==> src/rtl/vga_timing_gen_pkg.sv <==
// Shared types and VESA presets for the VGA raster timing generator.
package vga_timing_gen_pkg;

    // Encodings are fixed so that state dumps read the same across tools.
    typedef enum logic [1:0] {
        ST_IDLE = 2'd0,
        ST_RUN  = 2'd1,
        ST_STOP = 2'd2
    } state_t;

    typedef enum logic [1:0] {
        VGA_800X600_60,
        VGA_640X480_60,
        VGA_1024X768_60
    } vga_preset_t;

    typedef struct packed {
        int h_active;
        int h_fp;
        int h_sync;
        int h_bp;
        int v_active;
        int v_fp;
        int v_sync;
        int v_bp;
        bit h_pol;
        bit v_pol;
    } vga_mode_t;

    // Standard VESA mode timings; 800x600@60 is the fallback.
    function automatic vga_mode_t vga_preset(input vga_preset_t sel);
        vga_mode_t m;
        case (sel)
            VGA_640X480_60:  m = '{640, 16, 96, 48, 480, 10, 2, 33, 1'b0, 1'b0};
            VGA_1024X768_60: m = '{1024, 24, 136, 160, 768, 3, 6, 29, 1'b0, 1'b0};
            default:         m = '{800, 40, 128, 88, 600, 1, 4, 23, 1'b1, 1'b1};
        endcase
        return m;
    endfunction

    function automatic int axis_total(input int active, input int fp, input int sync, input int bp);
        return active + fp + sync + bp;
    endfunction

    localparam vga_mode_t VGA_DEFAULT = vga_preset(VGA_800X600_60);

endpackage

==> src/rtl/vga_axis_cnt.sv <==
// One raster axis: position counter, terminal flag, registered blank/sync decode.
module vga_axis_cnt #(
    parameter int N_ACTIVE = 800,
    parameter int N_FP     = 40,
    parameter int N_SYNC   = 128,
    parameter int N_BP     = 88,
    parameter bit SYNC_POL = 1'b1,
    parameter int W        = 11
) (
    input  logic         pclk,
    input  logic         rst,
    input  logic         ce,
    input  logic         inc,
    input  logic         idle,
    output logic [W-1:0] count,
    output logic         terminal,
    output logic         blank_nxt,
    output logic         blank,
    output logic         sync
);

    localparam int           N_TOTAL  = N_ACTIVE + N_FP + N_SYNC + N_BP;
    localparam logic [W-1:0] LAST     = W'(N_TOTAL - 1);
    // Thresholds carry one extra bit so a sync window ending exactly at 2^W still compares correctly.
    localparam logic [W:0]   ACT_END  = (W+1)'(N_ACTIVE);
    localparam logic [W:0]   SYNC_BEG = (W+1)'(N_ACTIVE + N_FP);
    localparam logic [W:0]   SYNC_END = (W+1)'(N_ACTIVE + N_FP + N_SYNC);

    logic [W-1:0] count_nxt;
    logic [W:0]   count_ext;
    logic         sync_nxt;

    assign terminal  = (count == LAST);
    assign count_nxt = idle ? '0 : (inc ? (terminal ? '0 : count + 1'b1) : count);
    assign count_ext = {1'b0, count_nxt};

    // Flags are decoded from the next count so they line up with the registered count.
    assign blank_nxt = idle | (count_ext >= ACT_END);
    assign sync_nxt  = ~idle & (count_ext >= SYNC_BEG) & (count_ext < SYNC_END);

    // Counter and flag registers; everything freezes while ce is low.
    always_ff @(posedge pclk) begin
        // NOTE: non-blocking assignments so every register samples pre-edge values.
        if (rst) begin
            count <= '0;
            blank <= 1'b1;
            sync  <= ~SYNC_POL;
        end else if (ce) begin
            count <= count_nxt;
            blank <= blank_nxt;
            sync  <= sync_nxt ? SYNC_POL : ~SYNC_POL;
        end
    end

endmodule

==> src/rtl/vga_timing_gen.sv <==
// VGA/VESA raster timing generator with pixel enable, run/stop control and frame counting.
module vga_timing_gen
    import vga_timing_gen_pkg::*;
#(
    parameter int CNT_W      = 11,
    parameter int H_ACTIVE   = VGA_DEFAULT.h_active,
    parameter int H_FP       = VGA_DEFAULT.h_fp,
    parameter int H_SYNC     = VGA_DEFAULT.h_sync,
    parameter int H_BP       = VGA_DEFAULT.h_bp,
    parameter int V_ACTIVE   = VGA_DEFAULT.v_active,
    parameter int V_FP       = VGA_DEFAULT.v_fp,
    parameter int V_SYNC     = VGA_DEFAULT.v_sync,
    parameter int V_BP       = VGA_DEFAULT.v_bp,
    parameter bit H_SYNC_POL = VGA_DEFAULT.h_pol,
    parameter bit V_SYNC_POL = VGA_DEFAULT.v_pol,
    parameter int FRAME_W    = 16
) (
    input  logic               pclk,
    input  logic               rst,
    input  logic               ce,
    input  logic               run,
    output logic [CNT_W-1:0]   hcount,
    output logic [CNT_W-1:0]   vcount,
    output logic               hblnk,
    output logic               vblnk,
    output logic               hsync,
    output logic               vsync,
    output logic               de,
    output logic               frame_start,
    output logic [FRAME_W-1:0] frame_cnt,
    output logic               busy
);

    localparam int H_TOTAL = axis_total(H_ACTIVE, H_FP, H_SYNC, H_BP);
    localparam int V_TOTAL = axis_total(V_ACTIVE, V_FP, V_SYNC, V_BP);

    if (CNT_W == 0 || FRAME_W == 0) begin : g_bad_width
        $error("vga_timing_gen: CNT_W and FRAME_W must be non-zero");
    end
    if (longint'(H_TOTAL) > (64'd1 << CNT_W)) begin : g_bad_h
        $error("vga_timing_gen: H_TOTAL does not fit in CNT_W bits");
    end
    if (longint'(V_TOTAL) > (64'd1 << CNT_W)) begin : g_bad_v
        $error("vga_timing_gen: V_TOTAL does not fit in CNT_W bits");
    end

    state_t state;
    logic   active, h_inc, v_inc, h_term, v_term, frame_wrap;
    logic   go_idle, start, h_blank_nxt, v_blank_nxt;

    assign active     = (state != ST_IDLE);
    assign h_inc      = ce & active;
    assign v_inc      = h_inc & h_term;
    assign frame_wrap = active & h_term & v_term;
    // A frame boundary is either leaving IDLE or wrapping the raster; run decides start vs. idle.
    assign go_idle    = ~run & ((state == ST_IDLE) | frame_wrap);
    assign start      =  run & ((state == ST_IDLE) | frame_wrap);

    vga_axis_cnt #(
        .N_ACTIVE (H_ACTIVE), .N_FP (H_FP), .N_SYNC (H_SYNC), .N_BP (H_BP),
        .SYNC_POL (H_SYNC_POL), .W (CNT_W)
    ) u_h_axis (
        .pclk      (pclk),
        .rst       (rst),
        .ce        (ce),
        .inc       (h_inc),
        .idle      (go_idle),
        .count     (hcount),
        .terminal  (h_term),
        .blank_nxt (h_blank_nxt),
        .blank     (hblnk),
        .sync      (hsync)
    );

    vga_axis_cnt #(
        .N_ACTIVE (V_ACTIVE), .N_FP (V_FP), .N_SYNC (V_SYNC), .N_BP (V_BP),
        .SYNC_POL (V_SYNC_POL), .W (CNT_W)
    ) u_v_axis (
        .pclk      (pclk),
        .rst       (rst),
        .ce        (ce),
        .inc       (v_inc),
        .idle      (go_idle),
        .count     (vcount),
        .terminal  (v_term),
        .blank_nxt (v_blank_nxt),
        .blank     (vblnk),
        .sync      (vsync)
    );

    // Run/stop FSM with registered frame_start, frame_cnt, busy and de.
    always_ff @(posedge pclk) begin
        if (rst) begin
            state       <= ST_IDLE;
            frame_start <= 1'b0;
            frame_cnt   <= '0;
            busy        <= 1'b0;
            de          <= 1'b0;
        end else begin
            frame_start <= 1'b0;
            if (ce) begin
                case (state)
                    ST_IDLE: if (run) state <= ST_RUN;
                    ST_RUN, ST_STOP: begin
                        if (run)             state <= ST_RUN;
                        else if (frame_wrap) state <= ST_IDLE;
                        else                 state <= ST_STOP;
                    end
                    default: state <= ST_IDLE;
                endcase
                if (start) begin
                    frame_start <= 1'b1;
                    frame_cnt   <= frame_cnt + 1'b1;
                end
                busy <= ~go_idle;
                de   <= ~h_blank_nxt & ~v_blank_nxt;
            end
        end
    end

endmodule

==> config.mk <==
export PLATFORM = sky130hd
export DESIGN_NAME = vga_timing_gen
export DESIGN_NICKNAME = d
export VERILOG_FILES = /design/src/rtl/vga_timing_gen_pkg.sv /design/src/rtl/vga_axis_cnt.sv /design/src/rtl/vga_timing_gen.sv
export SDC_FILE = /design/constraint.sdc
export NUM_CORES = 1
export LEC_CHECK = 0
export ABC_AREA = 1
export CAP_MARGIN = 20
export CORE_ASPECT_RATIO = 0.9
export CORE_UTILIZATION = 45
export DETAILED_ROUTE_END_ITERATION = 10
export GPL_TIMING_DRIVEN = 0
export PLACE_DENSITY = 0.78
export SLEW_MARGIN = 25
export SYNTH_ARGS = -nofsm -noshare
export SYNTH_HDL_FRONTEND = slang
export SYNTH_HIERARCHICAL = 1
export SYNTH_SLANG_ARGS = --single-unit
==> constraint.sdc <==
create_clock -name pclk -period 2.58 [get_ports pclk]
set_input_delay 0.258 -clock pclk [delete_from_list [all_inputs] [get_ports pclk]]
set_output_delay 0.258 -clock pclk [all_outputs]
set_load 0.1 [all_outputs]
==> results of run 1 <==
## worst max-delay path by stage
stage                                        to  slack [ps]  cells past startpoint
finish              u_v_axis/blank$_SDFFE_PP1P_         110                     19
global route                    de$_SDFFE_PP0P_        -110                     19
CTS                             de$_SDFFE_PP0P_           8                     20
detailed placement              de$_SDFFE_PP0P_        -320                     13
global placement                de$_SDFFE_PP0P_        -220                     14
floorplan                       de$_SDFFE_PP0P_          20                     20
## sequential cells by signal, summed over array words and instances (netlist names)
name,cells
u_h_axis/count,11
u_v_axis/sync,1
u_h_axis/blank,1
busy,1
de,1
u_v_axis/count,11
state,2
frame_start,1
frame_cnt,16
u_h_axis/sync,1
u_v_axis/blank,1
## report_power, final
group          total (mW)  switching [mW]  internal, mW
clock               0.573           0.279         0.294
combinational       0.481           0.360         0.121
sequential          0.783          0.0325         0.751
## layer usage
| metal | track usage, % | part of all wire, % |
|---|---|---|
| met5 | 0 | 0 |
| met4 | 7.58 | 1.5 |
| met3 | 4.62 | 6.5 |
| met2 | 38.0 | 47 |
| met1 | 31.3 | 45 |
## area by class of cell
type	instances	area (sq um)
fill	606	2510
inverter	68	262
clock buffer	5	68.8
buffer	10	61.3
multi-input combinational	345	1920
tap	90	113
clock inverter	3	47.5
sequential	47	988
timing repair buffer	60	574
## repair_timing
action / in CTS / in global routing
endpoints found under the hold margin: 0 / 0
setup endpoints to repair: 3 / 3
pin swaps: 1 / 19
setup buffers: 0 / 12
gates resized for setup: 7 / 22
## logic make-up after synthesis
group	after synthesis
AO/OA/AOI/OAI	66
AND/OR/NAND/NOR	268
XOR/XNOR	6
adder cells (fa/ha/maj)	5
flip-flops	47
buffers and inverters	78
## cells in the final DEF (no fill, tap or decap), drive strengths merged
master         Yosys  layout
nand3             43      43
nand2            120     120
nor4               1       1
o21ai             23      23
ha                 5       5
bufinv             0       1
nand3b             2       2
clkinv             0       1
o211ai             4       4
nand4             18      18
nor2              73      73
dfxtp             47      47
a31oi              1       1
xnor2              2       2
a211oi             2       2
clkinvlp           0       1
nor3              10      10
buf                7      19
a221oi             1       1
a21oi             34      34
o21bai             1       1
xor2               4       4
clkdlybuf4s50      0      48
inv               68      68
clkbuf             3       8
or2                1       1
## tightest hold or removal path: stages, from the launching register on
cell and delay [ps]:
dfxtp_1 320, nand2_1 80, a21oi_2 50
## metrics by stage
step | setup WS, ps | setup TNS [ps] | cells | util (%)
2_1_floorplan | 22.8 | 0 | 470 | -
3_3_place_gp | -220 | -422 | 608 | 56.7
3_5_place_dp | -319 | -697 | 608 | 56.7
4_1_cts | 7.53 | 0 | 616 | 58.9
5_1_grt | -113 | -252 | 628 | 61.6
6_report | 106 | 0 | 628 | 61.6
==> results.cfg, run 1 <==
[global_route]
grt_pass1_vias = 2897
grt_max_degree = 17
grt_overflow = 0
grt_util_all_layers_pct = 23.5
grt_first_pass_wirelength_microns = 13100
antenna_found_initial = 0

[power_and_ir_drop]
total_power_mw = 1.84
peakVddDrop_uv = 392
p_per_area_nw_per_um2 = 455
leakage_nw = 1.67

[min_path]
worst_hold_path.endpoint = u_h_axis/sync$_SDFFE_PP0P_
min_path_cells = 2
holdCritStartpoint = u_h_axis/sync$_SDFFE_PP0P_
hold_class = reg2reg

[sta]
whs_ps = 487
final_max_slew_viol_count = 0
slew_headroom_pct = 33.0
clock_skew_ps = 12.5
finalCritPeriodShare_pct = 95.9
max_freq_mhz = 404
hold_viol_final = 0
timing.final.crit_period_ps = 2470
setup_violations = 0
tightest_slew_ps = 1000
rsz0062_at_grt = true

[final_layout]
nNetsFinal = 546
drive_gt1_share_pct = 22.3
n_antenna_cell = 0
final_area_sq_um = 4040
areaGrowthSynthToFinish_pct = 32.5

[logic_synthesis]
syn_area_sq_um = 3050
yosysMostFrequentCell = nand2_1
synth.area.top_cells = dfxtp_1, nand2_1, inv_1
yosysSeqAreaShare_pct = 30.9
synthSimpleGateAreaFrac_pct = 42.8
synthAdderAreaFrac_pct = 2.05
synthTopCellsByCount = nand2_1, inv_1, nor2_1
syn-instance-count = 470
synth.mux.area_fraction_pct = 0
synth.avg_cell_area_sq_um = 6.48
yosys.area.top_type = dfxtp_1
synthXorXnorAreaFrac_pct = 1.72
synth_enable_flop_cells = 0
synth.distinct_cells = 37
synth_top_family_by_area = simple AND/OR/NAND/NOR gates
ys_seq_elements = 47
synth_top_area_share_pct = 30.9
synthArstFlopShare_pct = 0
ys_warn_count = 6
synth-compound-area-share_pct = 12.4
syn-num-nets = 479
synth_ff_type = dfxtp_1

[drt]
wire_per_inst_microns = 12.8
avgViaCountPerCell = 5.25
num_vias = 3297
drt_iter0_drc = 154
drt-pass1-iter-count = 5
ant_nets = 0
drc = 0
routed_wl_microns = 8070

[floorplanning]
core_area_sq_um = 6550
row_count = 28
io_pins = 49
die_y_microns = 80.1
start_util_pct = 46.5
dieArea_sq_um = 7100
fp.dieW_microns = 88.7

[clock_tree]
ctsHoldBuffers = 0
cts_tree = built
ctsHtreeMaxLevel = 2
clock_sinks = 47
clock_path_buffers = 2
clockRootBuffer = clkbuf_8
path_clk_slew_ps = 100
cts_buffers = 5
insertion_delay_ps = 310

[critical_path]
reg2reg_from = u_h_axis/count[1]$_SDFFE_PP0P_
worstPathArrival_ps = 2680
r2r-end = u_v_axis/blank$_SDFFE_PP1P_
path_class = reg2reg
endpoint_kind = register
crit_buf_inv = 4
required_ps = 2790
rrSetupSlack_ps = 110
slowest_delay_ps = 390
crit_chain = ha_4 -> nand2_4 -> nor2_4 -> nand3_2 -> inv_2 -> nand2_2 -> nor2_4 -> buf_6 -> buf_4 -> nand4_4 -> nand2_2 -> nor2_1 -> nand2_1 -> nand2_1 -> nand2_2 -> nand3_2 -> buf_6 -> nand2_2 -> nand2_1
reg2reg_depth = 19
critPathLaunch = u_h_axis/count[1]$_SDFFE_PP0P_
cpMostUsedCell = nand2_2
cp_max_fo = 8
cp_top_family = simple AND/OR/NAND/NOR gates
cp_slowest_cell = dfxtp_4
start_kind = register

[job]
maxCapViolations = 0

[outcome]
status = finished clean

[placement]
dp_hpwl_microns = 5740
gp_congestion = 0.893
io_buffers = 48
placed_cell_area_sq_um = 3720
Power figures use the tool's default switching activity.
==> run 2: changes to the inputs <==
==> constraint.sdc (replaced) <==
create_clock -name pclk -period 2.5 [get_ports pclk]
set_input_delay 0.25 -clock pclk [delete_from_list [all_inputs] [get_ports pclk]]
set_output_delay 0.25 -clock pclk [all_outputs]
set_load 0.1 [all_outputs]
==> run 2 against run 1 <==
First-iteration DRC count decreased by 14%. Final cell count unchanged. Design area is 0.47% lower.
==> results.cfg, run 2 (synthesized netlist as in run 1, its figures left out) <==
[min_path]
hold_class = reg2reg
min_path_cells = 2

[power_and_ir_drop]
peakVddDrop_uv = 250
p_int_mw = 1.20
power_switching_share_pct = 36.2
pwr-share-seq_pct = 43.0
p_sw_mw = 0.679
leakage_nw = 1.65
power_frac_comb_pct = 26.4
total_power_mw = 1.88
p_per_area_nw_per_um2 = 467
clock_power_share_pct = 30.6

[final_layout]
final_common_cell = nand2_1
nNetsFinal = 546
stdcell_count = 628
largestRegisters = frame_cnt (16), u_h_axis/count (11), u_v_axis/count (11)
max_flop_register = frame_cnt
final_area_sq_um = 4020
drive_gt1_share_pct = 22.5
n_antenna_cell = 0
largest_reg_flops = 16
layout_common_cells = nand2_1, inv_1, nor2_1
areaGrowthSynthToFinish_pct = 31.9
fin_util_pct = 61.3

[global_route]
grt_util_all_layers_pct = 23.1
grt_first_pass_wirelength_microns = 12900
grt_pass1_vias = 2876
grt_overflow = 0
grt_max_degree = 16
antenna_found_initial = 0

[sta]
rsz0062_at_grt = true
clock_skew_ps = 7.73
setup_violations = 0
fin_setup_tns_ps = 0
timing.final.crit_period_ps = 2420
tightest_slew_ps = 1000
final_max_slew_viol_count = 0
finalCritPeriodShare_pct = 96.7
max_freq_mhz = 414
slew_headroom_pct = 32.9
hold_viol_final = 0
setup_slack_ps = 83.6
whs_ps = 482

[critical_path]
reg2reg_depth = 19
cp_max_fo = 5
slowest_delay_ps = 380
endpoint_kind = register
crit_chain = ha_4 -> nand2_4 -> nor2_4 -> nand3_2 -> inv_2 -> nand2_2 -> nor2_4 -> buf_6 -> nand4_1 -> nand2_1 -> nand2_1 -> inv_1 -> nand4_1 -> nor2_2 -> nand4_1 -> nand3_2 -> nor3_1 -> a21oi_1 -> nor2_1
required_ps = 2710
crit_buf_inv = 3
cpMostUsedCell = nand4_1
path_class = reg2reg
worstSetupPathDepth = 19
cp_slowest_cell = dfxtp_4
start_kind = register
worstPathArrival_ps = 2620
cp_top_family = simple AND/OR/NAND/NOR gates

[clock_tree]
clock_sinks = 47
ctsHoldBuffers = 0
cts_buffers = 5
clock_path_buffers = 2
path_clk_slew_ps = 100
cts_tree = built
insertion_delay_ps = 310
clockRootBuffer = clkbuf_8
ctsHtreeMaxLevel = 2

[floorplanning]
fp.dieW_microns = 88.7
dieArea_sq_um = 7100
die_y_microns = 80.1
start_util_pct = 46.5
io_pins = 49
core_area_sq_um = 6550
row_count = 28

[placement]
gp_congestion = 0.917
place_ws_ps = -319
io_buffers = 48
placed_cell_area_sq_um = 3740
dp.cells = 608
dp_hpwl_microns = 5880

[drt]
drc = 0
num_vias = 3246
avgViaCountPerCell = 5.17
wire_per_inst_microns = 12.6
routed_wl_microns = 7930
ant_nets = 0
drt_iter0_drc = 132
drt-pass1-iter-count = 6

[job]
maxCapViolations = 0

[outcome]
status = finished clean
## run 2: cell types whose count changed in the layout (fill, tap and decap cells not counted), sizes merged
cell | previous run | this run
inv | 68 | 67
clkinv | 1 | 2
## run 2: routing by layer
layer | track usage (%) | vias to the layer above | wire (microns)
li1 | - | 1657 | -
met1 | 30.2 | 1483 | 3580
met2 | 38.8 | 96 | 3810
met3 | 3.80 | 10 | 427
met4 | 6.94 | 0 | 121
met5 | 0 | - | 0
## run 2: tightest hold or removal path: stages (launching register included)
cell	delay, ps
dfxtp_1	320
nand2_1	80
a21oi_2	50
## run 2: what timing repair did
| item | 4_1_cts | 5_1_grt |
|---|---|---|
| hold endpoints to repair | 0 | 0 |
| pin swaps | 1 | 10 |
| endpoints found under the setup margin | 5 | 4 |
| cloned | 0 | 1 |
| buffers inserted | 0 | 11 |
| gates resized for setup | 3 | 18 |
## run 2: power by group through the flow
stage / logic [mW] / registers [mW] / clock network [mW]
6_report: 0.495 / 0.807 / 0.576
5_1_grt: 0.527 / 0.812 / 0.624
4_1_cts: 0.469 / 0.807 / 0.595
3_5_place_dp: 0.466 / 0.824 / 0
3_3_place_gp: 0.460 / 0.823 / 0
2_1_floorplan: 0.177 / 1.00 / 0
## run 2: final cells by class
class	instances	area [sq um]
clock buffers	5	68.8
plain buffers	10	61.3
flip-flops and latches	47	991
multi-input cells	345	1910
well taps	90	113
inverters	68	262
repair buffers	60	568
fillers	584	2530
clock inverters	3	43.8
## run 2: final timing paths
path	start	endpoint	slack (ps)
setup / recovery	u_h_axis/count[1]$_SDFFE_PP0P_	de$_SDFFE_PP0P_	80
hold / removal	u_h_axis/sync$_SDFFE_PP0P_	u_h_axis/sync$_SDFFE_PP0P_	480
setup reg to reg	u_h_axis/count[1]$_SDFFE_PP0P_	de$_SDFFE_PP0P_	80
hold reg to reg	u_h_axis/sync$_SDFFE_PP0P_	u_h_axis/sync$_SDFFE_PP0P_	480
